## src/rtl/pipe_issue_unit_if.sv

```systemverilog
// Issue-unit bus: program load and run control toward the unit, issued
// instruction fields and status back toward the pipeline / host.
interface pipe_issue_unit_if #(
   parameter int PAW = 4
);
   logic           prog_we;
   logic [PAW-1:0] prog_waddr;
   logic [23:0]    prog_wdata;
   logic           start;
   logic           abort;
   logic [3:0]     rs1;
   logic [3:0]     rs2;
   logic [3:0]     rd;
   logic [3:0]     func;
   logic [7:0]     addr;
   logic           issue_valid;
   logic           busy;
   logic           done;
   logic [7:0]     stall_cnt;

   modport master (
      input  prog_we, prog_waddr, prog_wdata, start, abort,
      output rs1, rs2, rd, func, addr, issue_valid, busy, done, stall_cnt
   );

   modport slave (
      output prog_we, prog_waddr, prog_wdata, start, abort,
      input  rs1, rs2, rd, func, addr, issue_valid, busy, done, stall_cnt
   );
endinterface

```

## src/rtl/pipe_issue_unit.sv

```systemverilog
// Program-driven instruction issuer for the 4-stage register/ALU/memory pipeline,
// inserting bubbles on read-after-write hazards against recently issued destinations.
module pipe_issue_unit #(
   parameter int         PROG_DEPTH = 16,
   parameter int         PAW        = 4,
   parameter int         HAZ_DEPTH  = 2,
   parameter logic [3:0] HLT_FUNC   = 4'hF
) (
   input  logic              clk1,
   input  logic              rst,
   pipe_issue_unit_if.master bus
);

   typedef enum logic [1:0] {
      S_IDLE  = 2'd0,
      S_RUN   = 2'd1,
      S_DRAIN = 2'd2,
      S_DONE  = 2'd3
   } state_t;

   state_t               state_r;
   logic [PAW-1:0]       pc_r;
   logic [1:0]           drain_cnt_r;
   logic [23:0]          mem_r [PROG_DEPTH];
   logic [HAZ_DEPTH-1:0] win_valid_r;
   logic [3:0]           win_rd_r [HAZ_DEPTH];

   logic [3:0]           rs1_r;
   logic [3:0]           rs2_r;
   logic [3:0]           rd_r;
   logic [3:0]           func_r;
   logic [7:0]           addr_r;
   logic                 issue_valid_r;
   logic                 busy_r;
   logic                 done_r;
   logic [7:0]           stall_cnt_r;

   logic [23:0]          word_s;
   logic [3:0]           w_func_s;
   logic [3:0]           w_rd_s;
   logic [3:0]           w_rs1_s;
   logic [3:0]           w_rs2_s;
   logic [7:0]           w_addr_s;
   logic                 is_hlt_s;
   logic                 hazard_s;
   logic                 issue_s;
   logic                 last_pc_s;

   // Decode the word at pc and test its sources against the in-flight destinations
   always_comb begin
      word_s   = mem_r[pc_r];
      w_func_s = word_s[23:20];
      w_rd_s   = word_s[19:16];
      w_rs1_s  = word_s[15:12];
      w_rs2_s  = word_s[11:8];
      w_addr_s = word_s[7:0];
      is_hlt_s = (w_func_s == HLT_FUNC);
      hazard_s = 1'b0;
      for (int i = 0; i < HAZ_DEPTH; i++) begin
         if (win_valid_r[i] && ((win_rd_r[i] == w_rs1_s) || (win_rd_r[i] == w_rs2_s))) begin
            hazard_s = 1'b1;
         end else begin
            hazard_s = hazard_s;
         end
      end
      issue_s   = (state_r == S_RUN) && !bus.abort && !is_hlt_s && !hazard_s;
      last_pc_s = (pc_r == PAW'(PROG_DEPTH - 1));
   end

   // Program store: writable only while idle and deliberately left out of reset
   always_ff @(posedge clk1) begin
      if (bus.prog_we && (state_r == S_IDLE)) begin
         mem_r[bus.prog_waddr] <= bus.prog_wdata;
      end else begin
         mem_r[pc_r] <= mem_r[pc_r];
      end
   end

   // Destination window advances every RUN edge, so bubbles age producers out as well
   always_ff @(posedge clk1 or posedge rst) begin
      if (rst) begin
         win_valid_r <= {HAZ_DEPTH{1'b0}};
         for (int i = 0; i < HAZ_DEPTH; i++) begin
            win_rd_r[i] <= 4'h0;
         end
      end else if (bus.abort || (state_r != S_RUN)) begin
         win_valid_r <= {HAZ_DEPTH{1'b0}};
         for (int i = 0; i < HAZ_DEPTH; i++) begin
            win_rd_r[i] <= 4'h0;
         end
      end else begin
         win_valid_r[0] <= issue_s;
         win_rd_r[0]    <= w_rd_s;
         for (int i = 1; i < HAZ_DEPTH; i++) begin
            win_valid_r[i] <= win_valid_r[i-1];
            win_rd_r[i]    <= win_rd_r[i-1];
         end
      end
   end

   // Run-control FSM with all pipeline-facing outputs registered
   always_ff @(posedge clk1 or posedge rst) begin
      if (rst) begin
         state_r       <= S_IDLE;
         pc_r          <= {PAW{1'b0}};
         drain_cnt_r   <= 2'd0;
         rs1_r         <= 4'h0;
         rs2_r         <= 4'h0;
         rd_r          <= 4'h0;
         func_r        <= 4'h0;
         addr_r        <= 8'h00;
         issue_valid_r <= 1'b0;
         busy_r        <= 1'b0;
         done_r        <= 1'b0;
         stall_cnt_r   <= 8'h00;
      end else if (bus.abort) begin
         state_r       <= S_IDLE;
         drain_cnt_r   <= 2'd0;
         issue_valid_r <= 1'b0;
         busy_r        <= 1'b0;
         done_r        <= 1'b0;
      end else begin
         case (state_r)
            S_IDLE: begin
               issue_valid_r <= 1'b0;
               done_r        <= 1'b0;
               if (bus.start && !bus.prog_we) begin
                  state_r     <= S_RUN;
                  pc_r        <= {PAW{1'b0}};
                  stall_cnt_r <= 8'h00;
                  busy_r      <= 1'b1;
               end else begin
                  state_r <= S_IDLE;
                  busy_r  <= 1'b0;
               end
            end
            S_RUN: begin
               if (is_hlt_s) begin
                  state_r       <= S_DRAIN;
                  drain_cnt_r   <= 2'd0;
                  issue_valid_r <= 1'b0;
               end else if (hazard_s) begin
                  issue_valid_r <= 1'b0;
                  if (stall_cnt_r != 8'hFF) begin
                     stall_cnt_r <= stall_cnt_r + 8'd1;
                  end else begin
                     stall_cnt_r <= stall_cnt_r;
                  end
               end else begin
                  rs1_r         <= w_rs1_s;
                  rs2_r         <= w_rs2_s;
                  rd_r          <= w_rd_s;
                  func_r        <= w_func_s;
                  addr_r        <= w_addr_s;
                  issue_valid_r <= 1'b1;
                  // The last program slot ends the run rather than wrapping to 0
                  if (last_pc_s) begin
                     state_r     <= S_DRAIN;
                     drain_cnt_r <= 2'd0;
                  end else begin
                     pc_r <= pc_r + PAW'(1);
                  end
               end
            end
            S_DRAIN: begin
               issue_valid_r <= 1'b0;
               if (drain_cnt_r == 2'd3) begin
                  state_r <= S_DONE;
                  done_r  <= 1'b1;
               end else begin
                  drain_cnt_r <= drain_cnt_r + 2'd1;
               end
            end
            S_DONE: begin
               state_r <= S_IDLE;
               done_r  <= 1'b0;
               busy_r  <= 1'b0;
            end
            default: begin
               state_r       <= S_IDLE;
               issue_valid_r <= 1'b0;
               busy_r        <= 1'b0;
               done_r        <= 1'b0;
            end
         endcase
      end
   end

   assign bus.rs1         = rs1_r;
   assign bus.rs2         = rs2_r;
   assign bus.rd          = rd_r;
   assign bus.func        = func_r;
   assign bus.addr        = addr_r;
   assign bus.issue_valid = issue_valid_r;
   assign bus.busy        = busy_r;
   assign bus.done        = done_r;
   assign bus.stall_cnt   = stall_cnt_r;

endmodule
```

## src/flat_wrapper.sv

```systemverilog
// flat-port wrapper written by rule: the top's interface ports become plain ports
module pipe_issue_unit_flat 
#(
   parameter int         PROG_DEPTH = 16,
   parameter int         PAW        = 4,
   parameter int         HAZ_DEPTH  = 2,
   parameter logic [3:0] HLT_FUNC   = 4'hF
)
  (clk1, rst, bus_prog_we, bus_prog_waddr, bus_prog_wdata, bus_start, bus_abort, bus_rs1, bus_rs2, bus_rd, bus_func, bus_addr, bus_issue_valid, bus_busy, bus_done, bus_stall_cnt);
  pipe_issue_unit_if #(.PAW(PAW)) bus_i ();
  input  logic clk1;
  input  logic rst;
  input wire logic [$bits(bus_i.prog_we)-1:0] bus_prog_we;
  input wire logic [$bits(bus_i.prog_waddr)-1:0] bus_prog_waddr;
  input wire logic [$bits(bus_i.prog_wdata)-1:0] bus_prog_wdata;
  input wire logic [$bits(bus_i.start)-1:0] bus_start;
  input wire logic [$bits(bus_i.abort)-1:0] bus_abort;
  output wire logic [$bits(bus_i.rs1)-1:0] bus_rs1;
  output wire logic [$bits(bus_i.rs2)-1:0] bus_rs2;
  output wire logic [$bits(bus_i.rd)-1:0] bus_rd;
  output wire logic [$bits(bus_i.func)-1:0] bus_func;
  output wire logic [$bits(bus_i.addr)-1:0] bus_addr;
  output wire logic [$bits(bus_i.issue_valid)-1:0] bus_issue_valid;
  output wire logic [$bits(bus_i.busy)-1:0] bus_busy;
  output wire logic [$bits(bus_i.done)-1:0] bus_done;
  output wire logic [$bits(bus_i.stall_cnt)-1:0] bus_stall_cnt;
  assign bus_i.prog_we = bus_prog_we;
  assign bus_i.prog_waddr = bus_prog_waddr;
  assign bus_i.prog_wdata = bus_prog_wdata;
  assign bus_i.start = bus_start;
  assign bus_i.abort = bus_abort;
  assign bus_rs1 = bus_i.rs1;
  assign bus_rs2 = bus_i.rs2;
  assign bus_rd = bus_i.rd;
  assign bus_func = bus_i.func;
  assign bus_addr = bus_i.addr;
  assign bus_issue_valid = bus_i.issue_valid;
  assign bus_busy = bus_i.busy;
  assign bus_done = bus_i.done;
  assign bus_stall_cnt = bus_i.stall_cnt;
  pipe_issue_unit #(.PROG_DEPTH(PROG_DEPTH), .PAW(PAW), .HAZ_DEPTH(HAZ_DEPTH), .HLT_FUNC(HLT_FUNC)) u_core (.clk1(clk1), .rst(rst), .bus(bus_i));
endmodule
```

## config.mk

```make
export PLATFORM = sky130hd
export DESIGN_NAME = pipe_issue_unit_flat
export DESIGN_NICKNAME = d
export VERILOG_FILES = /design/src/rtl/pipe_issue_unit_if.sv /design/src/rtl/pipe_issue_unit.sv /design/src/flat_wrapper.sv
export SDC_FILE = /design/constraint.sdc
export NUM_CORES = 1
export LEC_CHECK = 0
export ABC_AREA = 1
export BUFFER_PORTS_ARGS = -buffer_cell sky130_fd_sc_hd__buf_2
export CORE_AREA = 2 2 290 263
export CTS_BUF_LIST = sky130_fd_sc_hd__clkbuf_8
export CTS_CLUSTER_SIZE = 8
export DETAILED_ROUTE_END_ITERATION = 7
export DIE_AREA = 0 0 292 265
export PLACE_DENSITY = 0.44
export SLEW_MARGIN = 5
export SYNTH_ARGS = -nofsm -noshare
export SYNTH_HDL_FRONTEND = slang
export SYNTH_SLANG_ARGS = --single-unit
export TNS_END_PERCENT = 30
```

## constraint.sdc

```tcl
create_clock -name clk1 -period 10.08 [get_ports clk1]
set_clock_uncertainty 0.15 [all_clocks]
set_input_delay 0.504 -clock clk1 [delete_from_list [all_inputs] [get_ports clk1]]
set_output_delay 0.504 -clock clk1 [all_outputs]
set_load 0.05 [all_outputs]
```

==> impl_metrics.env, run 1 <==
export IMPL_grt_pass1_wl_mm=82.21
export IMPL_timing_critical_path_from_type="flop"
export IMPL_async_reset_ff_frac=0.1213
export IMPL_viasPerCell=4.559
export IMPL_leakage_nw=8.067
export IMPL_synthesis_nets=1682
export IMPL_yosysSeqAreaShare=0.6955
export IMPL_grt_pass1_vias=12340
export IMPL_hold_slack_ns=0.07236
export IMPL_fill_cells=7673
export IMPL_synth_cell_types=37
export IMPL_rsz0062_at_grt="false"
export IMPL_slew_violations=0
export IMPL_grt_overflow_total=0
export IMPL_drt_iter0_markers=865
export IMPL_path_common_cell="nand2_1"
export IMPL_drive_above_1_share=0.1373
export IMPL_synth_edf_count=384
export IMPL_io_pins=68
export IMPL_p_per_area_nw_per_um2=305.9
export IMPL_worst_setup_path_end_kind="flop"
export IMPL_die_w_microns=292
export IMPL_place_area_sq_um=19900
export IMPL_cts_resized=0
export IMPL_fp_row_count=95
export IMPL_crit_chain="inv_6 > buf_4 > buf_4 > nand2_1 > nand3_1 > nand3_1 > nand3_1 > nand2_1 > nand2_1 > nand2_1 > nor2_1 > nand2_1 > nand2_1 > nand2_1 > nand2_1 > inv_2 > nand2_2 > inv_1 > nand2_1 > nand2_1"
export IMPL_cp_top_family="buffers and inverters"
export IMPL_path_clk_slew_ns=0.06
export IMPL_ctsHoldBuffers=2
export IMPL_drc=0
export IMPL_ys_ff_latch=437
export IMPL_cts_max_level=3
export IMPL_initial_core_util=0.2488
export IMPL_io_buffer_count=67
export IMPL_synth_area_sq_um=18490
export IMPL_grt_max_degree=85
export IMPL_post_cts_setup_buffer_count=0
export IMPL_grt_usage=0.1443
export IMPL_required_ns=10.45
export IMPL_period_share=0.5354
export IMPL_cts_inserted_buffers=79
export IMPL_crit_buf_inv=5
export IMPL_first_pass_iters=5
export IMPL_core_sq_um=74290
export IMPL_hpwl_mm=30.33
export IMPL_cp_slowest_cell="nand2_2"
export IMPL_fin_crit_ns=5.397
export IMPL_max_freq_ghz=0.1853
export IMPL_setup_tns_ns=0
export IMPL_path_max_fanout=78
export IMPL_ys_flop_type="edfxtp_1"
export IMPL_syn2layout_area_growth_pct=15.55
export IMPL_yosys_warnings=0
export IMPL_drv_cap=0
export IMPL_clock_path_buffers=3
export IMPL_num_vias=12560
export IMPL_regToRegSetupSlack_ns=4.68
export IMPL_synth_avg_cell_area_sq_um=11.27
export IMPL_cts_tree="yes"
export IMPL_status="finished, final reports clean"
export IMPL_cts_sinks=437
export IMPL_ant_nets=0
export IMPL_wire_per_inst_microns=20.40
export IMPL_routed_wl_mm=56.20
export IMPL_crit_arrival_ns=5.76
export IMPL_hold_class="input pin to flop"
export IMPL_final_area_sq_um=21360
export IMPL_cts_root_buf="clkbuf_8"
export IMPL_crit_type="flop to flop"
export IMPL_critPathMaxStageDelay_ns=0.69
export IMPL_die_h_microns=265
export IMPL_synth_cells=1641
export IMPL_ir_worst_vdd_mv=0.1181
export IMPL_nNetsFinal=1772
export IMPL_tightest_slew_ns=1.161
export IMPL_gp_congestion=0.7874
export IMPL_die_area_sq_um=77380
export IMPL_grt_antenna_before_repair=1
export IMPL_insertion_delay_ns=0.65
export IMPL_hold_violations=0
export IMPL_relSlewSlack=0.2222
export IMPL_finalSetupViolCount=0
flip-flops by register name, indices dropped and copies added (netlist names), 2 cells and up:
| signal | cells |
|---|---|
| u_core.bus.addr | 8 |
| u_core.bus.func | 4 |
| u_core.bus.rd | 4 |
| u_core.bus.rs1 | 4 |
| u_core.bus.rs2 | 4 |
| u_core.bus.stall_cnt | 8 |
| u_core.drain_cnt_r | 2 |
| u_core.mem_r | 384 |
| u_core.pc_r | 4 |
| u_core.state_r | 2 |
| u_core.win_rd_r | 8 |
| u_core.win_valid_r | 2 |
cells by family (layout without fill, tap and decap cells):
family	Yosys count	count (layout)	share of synthesized area
AO/OA/AOI/OAI	266	266	0.08812
other	0	1	0
flip-flops	437	437	0.6955
adder cells (fa/ha/maj)	8	8	0.005415
buffers and inverters	208	351	0.05110
AND/OR/NAND/NOR	722	722	0.1599
metal layers:
metal,up-vias,track usage,wire (microns)
met5,-,0,0
met4,0,0.05559,1480
met3,91,0.02750,2943
met2,322,0.2351,26410
met1,6242,0.1898,25360
li1,5906,-,-
per-stage QoR:
step                      utilization  cells  total power (W)  setup WS (ns)
after floorplan                     -   1641         0.004273          6.752
after global placement         0.2679   2618         0.005025          4.800
after detailed placement       0.2679   2618         0.005047          4.662
after CTS                      0.2874   2754         0.006607          4.599
after global routing           0.2875   2755         0.006925          4.124
final                          0.2875   2755         0.006535          4.683
worst register-to-register path, cell delays in order, from the launching register on:
cell and delay, ns:
dfrtp_4 0.67, inv_6 0.51, buf_4 0.70, buf_4 0.67
nand2_1 0.12, nand3_1 0.09, nand3_1 0.09, nand3_1 0.19
nand2_1 0.11, nand2_1 0.07, nand2_1 0.05, nor2_1 0.12
nand2_1 0.06, nand2_1 0.07, nand2_1 0.06, nand2_1 0.10
inv_2 0.05, nand2_2 0.69, inv_1 0.45, nand2_1 0.16
nand2_1 0.06
where the power goes:
part	internal, W	total, W	switching [W]
Combinational	0.000468	0.00213	0.00166
Clock	0.000822	0.00155	0.000726
Sequential	0.00272	0.00286	0.000139
Total	0.00401	0.00653	0.00253
cells in the mapped netlist, types with 3 or more instances:
master	count	area share
a21oi_1	18	0.0049
a31oi_1	10	0.0034
buf_1	3	0.00061
buf_2	23	0.0062
buf_4	11	0.0045
buf_6	10	0.0061
clkbuf_1	43	0.0087
clkinv_1	3	0.00061
dfrtp_1	53	0.072
edfxtp_1	384	0.62
ha_1	8	0.0054
inv_1	111	0.023
nand2_1	347	0.070
nand2_2	8	0.0027
nand3_1	130	0.035
nand4_1	4	0.0014
nor2_1	216	0.044
nor2_2	4	0.0014
nor3_1	4	0.0011
o211ai_1	21	0.0085
o21ai_0	128	0.035
o21ai_1	18	0.0049
o21ai_2	10	0.0047
o221ai_1	42	0.020
o22ai_1	16	0.0054
placed cells by master (no fill, tap or decap), drive strengths merged, types with 18 or more instances in the layout:
cell type | netlist | routed
a21oi | 18 | 18
buf | 48 | 98
clkbuf | 43 | 89
dfrtp | 53 | 53
edfxtp | 384 | 384
inv | 114 | 146
nand2 | 356 | 356
nand3 | 130 | 130
nor2 | 221 | 221
o211ai | 23 | 23
o21ai | 156 | 156
o221ai | 42 | 42
cell type report:
cell class / count / area, sq um / area share
Timing Repair Buffer: 100 / 588.1 / 0.02753
Tap cell: 970 / 1214 / 0.05682
Inverter: 117 / 446.7 / 0.02091
Clock buffer: 89 / 1225 / 0.05735
Antenna cell: 1 / 2.502 / 0.0001172
Clock inverter: 45 / 207.7 / 0.009724
Sequential cell: 437 / 12860 / 0.6022
Multi-Input combinational cell: 996 / 4813 / 0.2253
path summary, 6_finish.rpt:
check	to	from	depth (start not counted)
max	u_core.bus.addr[2]	u_core.pc_r[0]	20
min in group asynchronous	u_core.bus.rd[3]	rst	4
max reg2reg	u_core.bus.addr[2]	u_core.pc_r[0]	20
min reg2reg	u_core.drain_cnt_r[1]	u_core.drain_cnt_r[1]	2
max in group asynchronous	u_core.pc_r[0]	rst	4
min	u_core.bus.busy	bus_start	5
Power figures use the tool's default switching activity.
==> run 2, diff against run 1 <==
--- a/config.mk
+++ b/config.mk
@@ -12,7 +12,7 @@
 export CTS_CLUSTER_SIZE = 8
 export DETAILED_ROUTE_END_ITERATION = 7
 export DIE_AREA = 0 0 292 265
-export PLACE_DENSITY = 0.44
+export PLACE_DENSITY = 0.45
 export SLEW_MARGIN = 5
 export SYNTH_ARGS = -nofsm -noshare
 export SYNTH_HDL_FRONTEND = slang
==> constraint.sdc (replaced) <==
create_clock -name clk1 -period 4.65 [get_ports clk1]
set_clock_uncertainty 0.15 [all_clocks]
set_input_delay 0.2325 -clock clk1 [delete_from_list [all_inputs] [get_ports clk1]]
set_output_delay 0.2325 -clock clk1 [all_outputs]
set_load 0.05 [all_outputs]
==> run 2 against run 1 <==
Worst hold slack worse by 0.036 ns. Register-to-register slack worse by 3.7 ns. Worst setup slack worse by 3.7 ns. Fmax is 49% higher. Routed wire length is 3.9% lower. Critical path depth is 2 lower. First-iteration DRC count is 4.0% higher. Cell area is 2.5% higher. Sequential cell count stayed put. Sequential share of layout area is 1.5 points lower. Sequential power is 110% higher. Clock power is 110% higher. Highest routed layer unchanged.
==> impl_metrics.env, run 2 (synthesized netlist as in run 1, its figures left out) <==
export IMPL_period_share=0.7782
export IMPL_ir_worst_vdd_mv=0.3560
export IMPL_path_max_fanout=55
export IMPL_grt_pass1_vias=12610
export IMPL_first_pass_iters=5
export IMPL_rsz0062_at_grt="false"
export IMPL_path_clk_slew_ns=0.06
export IMPL_timing_critical_path_from_type="flop"
export IMPL_tightest_slew_ns=1.018
export IMPL_grt_usage=0.1401
export IMPL_crit_type="flop to flop"
export IMPL_hold_start="bus_prog_wdata[10]"
export IMPL_grt_antenna_before_repair=1
export IMPL_syn2layout_area_growth_pct=18.44
export IMPL_cts_inserted_buffers=78
export IMPL_wire_per_inst_microns=19.23
export IMPL_cts_tree="yes"
export IMPL_nNetsFinal=1821
export IMPL_grt_max_degree=100
export IMPL_cts_max_level=3
export IMPL_fp_row_count=95
export IMPL_switching_share=0.3871
export IMPL_finalSetupViolCount=0
export IMPL_die_h_microns=265
export IMPL_drt_iter0_markers=900
export IMPL_relSlewSlack=0.3215
export IMPL_leakage_nw=8.325
export IMPL_viasPerCell=4.523
export IMPL_cts_root_buf="clkbuf_8"
export IMPL_fin_crit_ns=3.619
export IMPL_die_area_sq_um=77380
export IMPL_clkPwrFrac=0.225
export IMPL_worst_setup_path_end_kind="flop"
export IMPL_initial_core_util=0.2488
export IMPL_hold_class="input pin to flop"
export IMPL_slew_violations=0
export IMPL_switchingPower_w=0.005532
export IMPL_combinationalPowerShare=0.345
export IMPL_hpwl_mm=30.65
export IMPL_largest_register_ffs=384
export IMPL_power_internal_w=0.008759
export IMPL_setup_tns_ns=0
export IMPL_required_ns=5.04
export IMPL_final_common_cell="edfxtp_1"
export IMPL_routed_wl_mm=54.03
export IMPL_startpoint="u_core.pc_r[0]"
export IMPL_timing_rr_start="u_core.pc_r[0]"
export IMPL_max_freq_ghz=0.2763
export IMPL_ant_nets=0
export IMPL_status="finished, final reports clean"
export IMPL_p_per_area_nw_per_um2=652.7
export IMPL_grt_pass1_wl_mm=81.10
export IMPL_drive_above_1_share=0.1474
export IMPL_core_sq_um=74290
export IMPL_crit_arrival_ns=4.01
export IMPL_seqPwrFrac=0.429
export IMPL_total_power_w=0.01429
export IMPL_regMostFlops="u_core.mem_r"
export IMPL_gp_congestion=0.8087
export IMPL_insertion_delay_ns=0.66
export IMPL_cts_sinks=437
export IMPL_hold_violations=0
export IMPL_io_pins=68
export IMPL_num_vias=12710
export IMPL_final_cell_mix="384 x edfxtp_1, 346 x nand2_1, 200 x nor2_1"
export IMPL_die_w_microns=292
export IMPL_clock_path_buffers=3
export IMPL_drc=0
export IMPL_grt_overflow_total=0
export IMPL_drv_cap=0
export IMPL_io_buffer_count=67
==> run 2: cell count changes in the layout (fill, tap and decap cells not counted), sizes merged <==
cell | previous run | this run
buf | 98 | 128
bufinv | 1 | 0
clkbuf | 89 | 81
clkinv | 12 | 25
clkinvlp | 3 | 1
dlygate4sd3 | 2 | 22
inv | 146 | 149
==> run 2: path summary, 6_finish.rpt <==
check	to	slack, ns	depth (start not counted)
min in group asynchronous	u_core.bus.rs2[3]	0.54	4
min	u_core.mem_r[14][10]	0.04	4
max in group asynchronous	u_core.pc_r[0]	2.84	5
max	u_core.bus.addr[0]	1.03	18
max reg2reg	u_core.bus.addr[0]	1.03	18
min reg2reg	u_core.bus.addr[2]	0.33	2
==> run 2: timing repair <==
item,CTS,global route
setup buffers,0,0
setup endpoints to repair,0,0
gates resized for setup,0,0
hold buffers,22,0
hold endpoints to repair,260,0
==> run 2: power groups by stage <==
| stage | Clock, W | Sequential, W | Combinational, W |
|---|---|---|---|
| after floorplan | 0 | 0.00652 | 0.00275 |
| after global placement | 0 | 0.00620 | 0.00494 |
| after detailed placement | 0 | 0.00621 | 0.00498 |
| after CTS | 0.00331 | 0.00614 | 0.00501 |
| after global routing | 0.00347 | 0.00621 | 0.00550 |
| final | 0.00322 | 0.00614 | 0.00494 |
==> run 2: worst max-delay path: stages (launching register included) <==
cell and delay [ns]:
dfrtp_4 0.64, buf_4 0.59, nand2_1 0.11, nand3_1 0.10, nand3_1 0.09, nand3_1 0.23
nand2_1 0.13, nand2_1 0.07, nand2_1 0.06, nor2_1 0.14, nand2_1 0.07, nand2_1 0.08
nand2_1 0.06, nand2_1 0.10, inv_2 0.06, nand2_2 0.28, inv_1 0.30, nand2_1 0.14
nand2_1 0.05
==> run 2: area by class of cell <==
type,count,area (sq um)
repair buffers,150,1189
flip-flops and latches,437,12860
clock inverters,58,257.7
multi-input cells,996,4807
well taps,970,1214
diodes,1,2.502
inverters,117,446.7
clock buffers,81,1115
fillers,7545,52400
==> run 2: metal layers <==
metal | track usage | share of wire | vias up
met2 | 0.2285 | 0.47 | 342
met1 | 0.1859 | 0.46 | 6266
li1 | - | - | 6011
met4 | 0.04570 | 0.022 | 0
met3 | 0.02918 | 0.054 | 92
met5 | 0 | 0 | -
==> run 2: stage by stage <==
stage / cells / hold WS (ns) / instance area, sq um / util / setup WS, ns
final: 2810 / 0.03642 / 21890 / 0.2947 / 1.031
after global routing: 2810 / 0.04215 / 21890 / 0.2947 / 0.6835
after CTS: 2809 / 0.001541 / 21890 / 0.2947 / 1.026
after detailed placement: 2648 / 0.1151 / 20300 / 0.2732 / 1.026
after global placement: 2648 / 0.1186 / 20300 / 0.2732 / 1.073
after floorplan: 1641 / 0.2598 / 18490 / - / 1.322
